### config.mk
export PLATFORM = sky130hd
export DESIGN_NAME = fetch_datapath
export DESIGN_NICKNAME = d
export VERILOG_FILES = /design/src/rtl/fetch_datapath.sv
export SDC_FILE = /design/constraint.sdc
export NUM_CORES = 1
export LEC_CHECK = 0
export BUFFER_PORTS_ARGS = -buffer_cell sky130_fd_sc_hd__buf_2
export CAP_MARGIN = 25
export CORE_MARGIN = 5
export CORE_UTILIZATION = 25
export CTS_CLUSTER_SIZE = 40
export DETAILED_ROUTE_END_ITERATION = 12
export GPL_TIMING_DRIVEN = 0
export PLACE_DENSITY_LB_ADDON = 0.2
export SETUP_SLACK_MARGIN = 0.02
export SLEW_MARGIN = 10
export SYNTH_ARGS = -nofsm -noshare
export SYNTH_HDL_FRONTEND = slang
export SYNTH_SLANG_ARGS = --single-unit
export TNS_END_PERCENT = 20
### constraint.sdc
create_clock -name clk -period 3.1 [get_ports clk]
set_clock_uncertainty 0.05 [all_clocks]
set_input_delay 0.465 -clock clk [delete_from_list [all_inputs] [get_ports clk]]
set_output_delay 0.465 -clock clk [all_outputs]
set_load 0.05 [all_outputs]
### src/rtl/fetch_datapath.sv
// rtl/fetch_datapath.sv - PC/IR/ALUOut/MDR register block with fetch counter for a multicycle core
module fetch_datapath #(
    parameter int          DATA_WIDTH        = 16,
    parameter int          INSTRUCTION_WIDTH = 16,
    parameter int          WIDTH_OPCODE      = 4,
    parameter int          JUMP_WIDTH        = 12,
    parameter logic [15:0] RESET_VECTOR      = 16'h0000
) (
    input  logic                         clk,
    input  logic                         reset,
    input  logic                         PCWrite,
    input  logic                         PCWriteCond,
    input  logic [1:0]                   PCSource,
    input  logic                         IRWrite,
    input  logic                         MemRead,
    input  logic                         mem_select,
    input  logic                         alu_zero,
    input  logic [DATA_WIDTH-1:0]        alu_result,
    input  logic [DATA_WIDTH-1:0]        mem_rdata,
    output logic [DATA_WIDTH-1:0]        mem_addr,
    output logic [DATA_WIDTH-1:0]        pc,
    output logic [INSTRUCTION_WIDTH-1:0] instr,
    output logic [WIDTH_OPCODE-1:0]      opcode,
    output logic [DATA_WIDTH-1:0]        alu_out_q,
    output logic [DATA_WIDTH-1:0]        mdr,
    output logic [31:0]                  fetch_count
);

    localparam logic [DATA_WIDTH-1:0] RESET_PC = DATA_WIDTH'(RESET_VECTOR);

    logic [DATA_WIDTH-1:0]        pc_q, pc_d;
    logic [INSTRUCTION_WIDTH-1:0] ir_q, ir_d;
    logic [DATA_WIDTH-1:0]        aluout_q, aluout_d;
    logic [DATA_WIDTH-1:0]        mdr_q, mdr_d;
    logic [31:0]                  fetch_count_q, fetch_count_d;
    logic                         pc_we;
    logic [DATA_WIDTH-1:0]        jump_target;

    assign pc_we       = PCWrite | (PCWriteCond & alu_zero);
    // Jump keeps the upper PC region and replaces the low field from the current IR.
    assign jump_target = {pc_q[DATA_WIDTH-1:JUMP_WIDTH], ir_q[JUMP_WIDTH-1:0]};

    always_comb begin
        pc_d          = pc_q;
        ir_d          = ir_q;
        aluout_d      = alu_result;
        mdr_d         = mdr_q;
        fetch_count_d = fetch_count_q;
        if (pc_we) begin
            case (PCSource)
                2'd0:    pc_d = RESET_PC;
                2'd1:    pc_d = alu_result;
                2'd2:    pc_d = aluout_q;
                default: pc_d = jump_target;
            endcase
        end
        if (IRWrite) begin
            ir_d          = mem_rdata;
            fetch_count_d = fetch_count_q + 32'd1;
        end
        if (mem_select && MemRead) begin
            mdr_d = mem_rdata;
        end
    end

    always_ff @(posedge clk or posedge reset) begin
        if (reset) begin
            pc_q          <= RESET_PC;
            ir_q          <= '0;
            aluout_q      <= '0;
            mdr_q         <= '0;
            fetch_count_q <= '0;
        end else begin
            pc_q          <= pc_d;
            ir_q          <= ir_d;
            aluout_q      <= aluout_d;
            mdr_q         <= mdr_d;
            fetch_count_q <= fetch_count_d;
        end
    end

    // Address mux sees registers only, so alu_result never reaches mem_addr in the same cycle.
    assign mem_addr    = mem_select ? aluout_q : pc_q;
    assign pc          = pc_q;
    assign instr       = ir_q;
    assign opcode      = ir_q[INSTRUCTION_WIDTH-1 -: WIDTH_OPCODE];
    assign alu_out_q   = aluout_q;
    assign mdr         = mdr_q;
    assign fetch_count = fetch_count_q;

endmodule

==> results.yml, run 1 <==
run_status:
  status: "completed"
route:
  avgViaCountPerCell: 4.39
  antenna_left: 0
  finalWirelength_um: 11900
  wl_per_cell_um: 16.8
  via_count: 3106
  first_pass_iters: 4
  drc: 0
  drt_first_iter_violations: 162
sta:
  tightest_slew_ns: 0.704
  rsz0062_at_grt: "false"
  setup_tns_ns: 0
  finalSetupViolCount: 0
  setup_slack_ns: 0.697
  hold_viol: 0
  relSlewSlack_pct: 53.1
  fmax_ghz: 0.416
  finalWorstPathRequiredPeriod_ns: 2.40
  finalCritPeriodShare_pct: 77.5
  drv_slew: 0
critical_path:
  cp_max_fo: 10
  critPathCaptureType: "output pin"
  crit_family: "buffers and inverters"
  cpPeakStageDelay_ns: 0.57
  crit_chain: "buf_2, buf_1, mux2_2, buf_2"
  cp-start-kind: "input port"
  critical_path_buf_inv_count: 3
  crit_top_cell: "buf_2"
  crit_type: "input port to output pin"
  crit_arrival_ns: 1.89
  worst_path_max_delay_cell: "buf_1"
  worstPathRequired_ns: 2.58
cts:
  cts.clk_slew.worst_paths_ns: 0.07
  cts_buffers: 9
  post_cts_buffers: 0
  cts-root-buf: "clkbuf_16"
  cts_buffer_depth: 2
  htree_levels: 3
  clock-sinks: 96
  cts_resized: 0
  ctsHoldBuffers: 0
  clock_latency_ns: 0.34
  cts_tree: "yes"
cells_and_area:
  mostFrequentLayoutCells: "buf_2 (162), dfrtp_1 (96), mux2_2 (61)"
  area_growth_pct: 33.2
  antenna_cells: 0
  layout.nets: 529
  layout_commonest_cell: "buf_2"
  layout.cells.non_filler: 707
  layout-drive-gt1-share_pct: 51.3
yosys:
  synth_flop_cell: "dfrtp_1"
  synth_edf_count: 0
  ys_async_sr_fraction_pct: 100
  synthCells: 319
  synth_nets: 362
  synth.cell_area_um2: 4110
  avgSynthCellArea_um2: 12.9
  synth.area.top_cells: "dfrtp_1 (59%), mux2_2 (17%), xnor2_1 (5.8%), a22oi_1 (2.7%), nand2_1 (2.4%)"
  synth_cell_type_count: 29
  synth_seq_cells: 96
  yosysTopAreaCell: "dfrtp_1"
  synth-seq-area-share_pct: 58.5
  yosysTopAreaCellShare_pct: 58.5
  ys.warnings.count: 0
placement:
  place_congestion: 0.781
  dp_worst_setup_slack_ns: 0.686
  dp.cells: 691
  port_buffers: 155
  post-dp-hpwl_um: 8940
grt:
  grt_max_degree: 55
  track_usage_pct: 12.5
  antenna_found_initial: 0
  grt_pass1_wl_um: 19300
  grt_remaining_overflow: 0
  first_global_vias: 3366
floorplan:
  dieArea_um2: 19100
  start_util_pct: 25.7
  num_io_pins: 158
  rows: 46
  die_y_um: 138
  die_w_um: 138
  core-area_um2: 16000
power:
  vdd_drop_max_uv: 300
  power.total_mw: 3.66
  pwr_density_cell_nw_per_um2: 669
  p_leak_nw: 2.65
min_path:
  hold_path.class: "input port to async pin"
run:
  drv_cap: 0
## stage by stage
stage / util [%] / hold slack [ns] / instance area [um^2]
floorplan: - / 0.446 / 4110
global placement: 32.2 / 0.407 / 5150
detailed placement: 32.4 / 0.410 / 5180
CTS: 34.2 / 0.166 / 5470
global route: 34.2 / 0.176 / 5470
finish: 34.2 / 0.153 / 5470
## flip-flops by register name, indices dropped and copies added (netlist names)
name,count
pc,16
mdr,16
instr,16
alu_out_q,16
fetch_count,32
## worst paths after layout
check	slack, ns	end	cells past startpoint	startpoint
min in group clk	0.19	alu_out_q[15]	1	alu_result[15]
max in group asynchronous	2.16	mdr[9]	3	reset
max	0.70	mem_addr[6]	4	mem_select
max reg2reg	1.26	fetch_count[27]	4	fetch_count[0]
min	0.15	fetch_count[28]	2	reset
min reg2reg	0.42	fetch_count[31]	1	fetch_count[31]
## layout make-up
type / instances / area, um^2
Buffer: 18 / 98.8
Sequential cell: 96 / 2400
Fill cell: 1700 / 10500
Clock buffer: 13 / 270
Multi-Input combinational cell: 202 / 1590
Clock inverter: 3 / 15.0
Timing Repair Buffer: 156 / 803
Inverter: 3 / 13.8
Tap cell: 216 / 270
## where the power goes
group	total, mW	leakage (nW)	switching [mW]	internal [mW]
Clock	1.08	0.145	0.471	0.607
Combinational	1.07	1.30	0.789	0.279
Sequential	1.51	1.20	0.128	1.38
Total	3.66	2.65	1.39	2.27
## per-layer routing
metal	wire, um	vias to the layer above	part of all wire (%)	global-route usage, %
met4	184	0	1.5	4.58
met2	5770	78	49	20.8
met1	5240	1553	44	15.6
met5	0	-	0	0
met3	679	10	5.7	3.48
li1	-	1465	-	-
## cells by family after synthesis
kind of cell	count (synthesis)	share of synthesized area, %
AO/OA/AOI/OAI	34	5.24
buffers and inverters	21	2.68
AND/OR/NAND/NOR	75	9.93
multiplexers	61	16.7
flip-flops	96	58.5
adder cells (fa/ha/maj)	1	0.305
XOR/XNOR	31	6.61
## cells in the mapped netlist, types with 3 or more instances
master and count:
mux2_2 61, and3_1 4, nor2_1 6, a22oi_1 15
dfrtp_1 96, xor2_1 4, clkbuf_1 5, buf_2 7
inv_1 3, nand4_1 14, xnor2_1 27, o21ai_0 15
buf_4 4, nor3_1 3, nand3_1 12, nand2_1 26
## worst register-to-register path: cells and delay by family, from the launching register on
family	cells	cell delay, ns
simple gates	3	1.08
flops	1	0.44
xor+xnor	1	0.16
Note: power is estimated with default switching activity, not from simulation.
==> run 2: changes to the inputs <==
==> constraint.sdc (replaced) <==
create_clock -name clk -period 2.15 [get_ports clk]
set_clock_uncertainty 0.05 [all_clocks]
set_input_delay 0.3225 -clock clk [delete_from_list [all_inputs] [get_ports clk]]
set_output_delay 0.3225 -clock clk [all_outputs]
set_load 0.05 [all_outputs]
==> run 2 against run 1 <==
Clock-buffer cell count shrank 3. Via count grew 1.2%. Power grew 46%. Register-to-register slack lost 0.96 ns. Sequential share of layout area shrank 0.17 points. Utilization grew 0.13 points. Routed wire length shrank 0.74%. Critical path type is now flip-flop to flip-flop. Critical endpoint is now fetch_count[27]. Largest power group unchanged.
==> results.yml, run 2 (synthesized netlist as in run 1, its figures left out) <==
cts:
  clock_latency_ns: 0.34
  cts_buffer_depth: 2
  htree_levels: 3
  cts.clk_slew.worst_paths_ns: 0.07
  clock-sinks: 96
  cts_resized: 0
  cts-root-buf: "clkbuf_16"
  cts_tree: "yes"
  cts_buffers: 9
placement:
  placed_cell_area_um2: 5200
  place_congestion: 0.760
  post-dp-hpwl_um: 9110
  dp.cells: 692
  port_buffers: 155
floorplan:
  num_io_pins: 158
  rows: 46
  core-area_um2: 16000
  die_w_um: 138
  die_y_um: 138
  start_util_pct: 25.7
  dieArea_um2: 19100
grt:
  first_global_vias: 3327
  antenna_found_initial: 1
  grt_pass1_wl_um: 19100
  grt_use_met2_pct: 20.4
  grt_remaining_overflow: 0
  use_met1_pct: 15.3
  grt.busiest_layer: "met2"
  grt_max_degree: 37
  track_usage_pct: 12.5
  gr-usage-met3_pct: 3.55
cells_and_area:
  layout.nets: 529
  area_growth_pct: 33.7
  mostFrequentLayoutCells: "buf_2 (162), dfrtp_1 (96), mux2_2 (61)"
  layout.cells.non_filler: 706
  fin_util_pct: 34.3
  layout_commonest_cell: "buf_2"
  antenna_cells: 0
  largest_reg_flops: 32
  layout-drive-gt1-share_pct: 51.6
  num-fill-cells: 1688
  finalInstanceArea_um2: 5490
critical_path:
  crit_chain: "nand4_1, nor3_1, nand4_1, xnor2_1"
  crit_top_cell: "nand4_1"
  worst-r2r-setup-slack_ns: 0.30
  timing.rr.start: "fetch_count[2]"
  crit_type: "flip-flop to flip-flop"
  worstPathRequired_ns: 2.33
  reg2reg_depth: 4
  r2r_end: "fetch_count[27]"
  worst-path-stages: 4
  crit_family: "simple AND/OR/NAND/NOR gates"
  endpoint: "fetch_count[27]"
  cp_max_fo: 6
  cp-startpoint: "fetch_count[2]"
  crit_arrival_ns: 2.03
  worst_path_max_delay_cell: "nor3_1"
  cpPeakStageDelay_ns: 0.62
  cp-start-kind: "flip-flop"
  critical_path_buf_inv_count: 0
  critPathCaptureType: "flip-flop"
route:
  antenna_left: 0
  avgViaCountPerCell: 4.45
  drt_first_iter_violations: 136
  drc: 0
  via_count: 3143
  wl_per_cell_um: 16.7
  first_pass_iters: 4
  finalWirelength_um: 11800
power:
  p_leak_nw: 2.64
  vdd_drop_max_uv: 401
  pwr_density_cell_nw_per_um2: 974
sta:
  finalSetupViolCount: 0
  tightest_slew_ns: 0.739
  holdWs_ns: 0.0461
  relSlewSlack_pct: 50.6
  finalWorstPathRequiredPeriod_ns: 1.85
  finalCritPeriodShare_pct: 86.1
  rsz0062_at_grt: "false"
  fmax_ghz: 0.540
  setup_tns_ns: 0
  drv_slew: 0
  hold_viol: 0
run_status:
  status: "completed"
min_path:
  hold_path.class: "input port to async pin"
run:
  drv_cap: 0
[run 2: cell types whose count changed in the layout (fill, tap and decap cells not counted), sizes merged]
cell and delta:
clkinv -2, bufinv +1, inv -1, clkinvlp +4, clkbuf -3
[run 2: layer usage]
metal  vias to the layer above  part of all wire (%)
met4                         2                   2.3
met2                        96                    49
met1                      1558                    42
met3                        19                   6.1
met5                         -                 0.059
li1                       1468                     -
[run 2: cell type report]
cell class	instances	area (um^2)	share of cell area (%)
plain buffers	17	95.1	1.73
clock buffers	10	239	4.35
repair buffers	157	816	14.9
flip-flops and latches	96	2400	43.8
multi-input cells	202	1590	29.0
inverters	3	15.0	0.274
clock inverters	5	57.6	1.05
well taps	216	270	4.92
[run 2: worst reg2reg max path: cells and delay by family, from the launching register on]
| family | cells | cell delay, ns |
|---|---|---|
| xor+xnor | 1 | 0.16 |
| simple gates | 3 | 1.08 |
| flops | 1 | 0.45 |
[run 2: worst min path at each step]
stage	endpoint	slack [ns]
floorplan	alu_out_q[0]	0.30
global placement	alu_out_q[0]	0.39
detailed placement	alu_out_q[0]	0.39
CTS	alu_out_q[10]	0.02
global route	alu_out_q[11]	0.03
finish	fetch_count[8]	0.05
[run 2: report_power, final]
group          total (mW)  switching (mW)  leakage [nW]  internal (mW)
Combinational        1.55            1.14          1.30          0.404
Clock                1.62           0.694         0.137          0.925
Sequential           2.18           0.186          1.20           2.00
[run 2: per-stage QoR]
stage / power (mW) / worst slack (ns)
after detailed placement: 3.79 / -0.00658
after global routing: 5.61 / 0.155
after CTS: 5.45 / 0.281
after floorplan: 3.34 / 0.243
after global placement: 3.76 / -0.120
final: 5.35 / 0.299
[run 2: repair_timing]
action | 4_1_cts | 5_1_grt
endpoints found under the setup margin | 3 | 0
buffers inserted | 0 | 0
hold buffers | 0 | 0
==> run 3: changes to the inputs <==
--- a/config.mk
+++ b/config.mk
@@ -13,6 +13,7 @@
 export DETAILED_ROUTE_END_ITERATION = 12
 export GPL_TIMING_DRIVEN = 0
 export PLACE_DENSITY_LB_ADDON = 0.2
+export RECOVER_POWER = 25
 export SETUP_SLACK_MARGIN = 0.02
 export SLEW_MARGIN = 10
 export SYNTH_ARGS = -nofsm -noshare
==> run 3 against run 2 <==
Die area unchanged. Cell count is the same. Fmax about the same. Register-to-register slack barely moved. Via count is 0.16% lower. Highest routed layer unchanged. Clock-buffer cell count unchanged. Combinational power about the same. Hold slack improved by 0.00054 ns. Utilization is 0.15 points lower. Clock power about the same. Worst setup slack hardly changed.
==> results.yml, run 3 (synthesized netlist as in run 1, its figures left out) <==
run_status:
  status: "completed"
cells_and_area:
  mostFrequentLayoutCells: "buf_2 (155), dfrtp_1 (96), mux2_2 (61)"
  area_growth_pct: 33.1
  layout_commonest_cell: "buf_2"
  multi_input_area_um2: 1590
  fin_util_pct: 34.2
  num-fill-cells: 1691
  finalInstanceArea_um2: 5470
  regArea_um2: 2400
  layout.cells.non_filler: 706
  antenna_cells: 0
  layout.nets: 529
  largest_reg_flops: 32
  layout-drive-gt1-share_pct: 50.2
min_path:
  hold_path.class: "input port to flip-flop"
route:
  finalWirelength_um: 11800
  highest_layer: "met5"
  drt_first_iter_violations: 116
  avgViaCountPerCell: 4.44
  antenna_left: 0
  wl_per_cell_um: 16.8
  via_count: 3138
  first_pass_iters: 4
  drc: 0
  drt-met1-wl_um: 5050
  dr_wl_met3_um: 705
  wl_met2_um: 5800
grt:
  grt_remaining_overflow: 0
  grt_max_degree: 37
  track_usage_pct: 12.5
  first_global_vias: 3327
  grt_pass1_wl_um: 19100
  antenna_found_initial: 1
placement:
  port_buffers: 155
  placed_cell_area_um2: 5200
  dp_worst_setup_slack_ns: -0.00658
  place_congestion: 0.760
  dp.cells: 692
  post-dp-hpwl_um: 9110
critical_path:
  crit_arrival_ns: 2.03
  worst_path_max_delay_cell: "nor3_1"
  crit_top_cell: "nand4_1"
  worstPathRequired_ns: 2.33
  cp_max_fo: 6
  critPathCaptureType: "flip-flop"
  crit_chain: "nand4_1, nor3_1, nand4_1, xnor2_1"
  crit_type: "flip-flop to flip-flop"
  cp-start-kind: "flip-flop"
  cpPeakStageDelay_ns: 0.62
floorplan:
  rows: 46
  start_util_pct: 25.7
  num_io_pins: 158
  die_y_um: 138
  core-area_um2: 16000
  dieArea_um2: 19100
  die_w_um: 138
sta:
  hold_viol: 0
  setup_slack_ns: 0.298
  tightest_slew_ns: 1.44
  finalSetupViolCount: 0
  holdWs_ns: 0.0466
  finalWorstPathRequiredPeriod_ns: 1.85
  rsz0062_at_grt: "false"
  setup_tns_ns: 0
  drv_slew: 0
  relSlewSlack_pct: 3.41
  finalCritPeriodShare_pct: 86.1
  fmax_ghz: 0.540
cts:
  cts.clk_slew.worst_paths_ns: 0.07
  cts_buffer_depth: 2
  clock_latency_ns: 0.34
  clock-sinks: 96
  cts-root-buf: "clkbuf_16"
  ctsHoldBuffers: 0
  cts_buffers: 9
  post_cts_buffers: 0
  htree_levels: 3
  cts_resized: 0
  cts_tree: "yes"
power:
  vdd_drop_max_uv: 401
  pwr_density_cell_nw_per_um2: 978
  p_leak_nw: 2.62
  power.total_mw: 5.34
run:
  drv_cap: 0
-- run 3: changes by cell type in the layout (fill, tap and decap cells not counted) --
| cell | change |
|---|---|
| buf_12 | -1 |
| clkinvlp_2 | +1 |
| clkinvlp_4 | -1 |
| clkbuf_4 | +1 |
| clkbuf_1 | +7 |
| buf_2 | -7 |
-- run 3: routing by layer --
layer,GRT usage (%),vias to the layer above
li1,-,1466
met1,15.3,1557
met2,20.4,95
met3,3.55,18
met4,5.82,2
met5,0,-
-- run 3: path summary, 6_finish.rpt --
kind	from	to	depth (start not counted)	slack (ns)
max	fetch_count[2]	fetch_count[27]	4	0.30
min	alu_result[10]	alu_out_q[10]	1	0.05
max reg2reg	fetch_count[2]	fetch_count[27]	4	0.30
min reg2reg	fetch_count[31]	fetch_count[31]	1	0.42
max in group asynchronous	reset	alu_out_q[1]	3	0.59
min in group asynchronous	reset	fetch_count[8]	2	0.25
-- run 3: critical path, delay by kind of cell, from the launching register on --
family / cells / cell delay (ns)
flops: 1 / 0.45
xor+xnor: 1 / 0.16
simple gates: 3 / 1.08
-- run 3: final cells by class --
class	instances	area share (%)
tap	216	4.95
clock buffer	10	4.37
sequential	96	44.0
timing repair buffer	157	14.5
clock inverter	5	1.05
multi-input combinational	202	29.2
inverter	3	0.229
buffer	17	1.74
-- run 3: power breakdown --
group	internal (mW)	switching (mW)	total [mW]
Clock	0.925	0.696	1.62
Sequential	2.00	0.187	2.18
Combinational	0.399	1.14	1.54
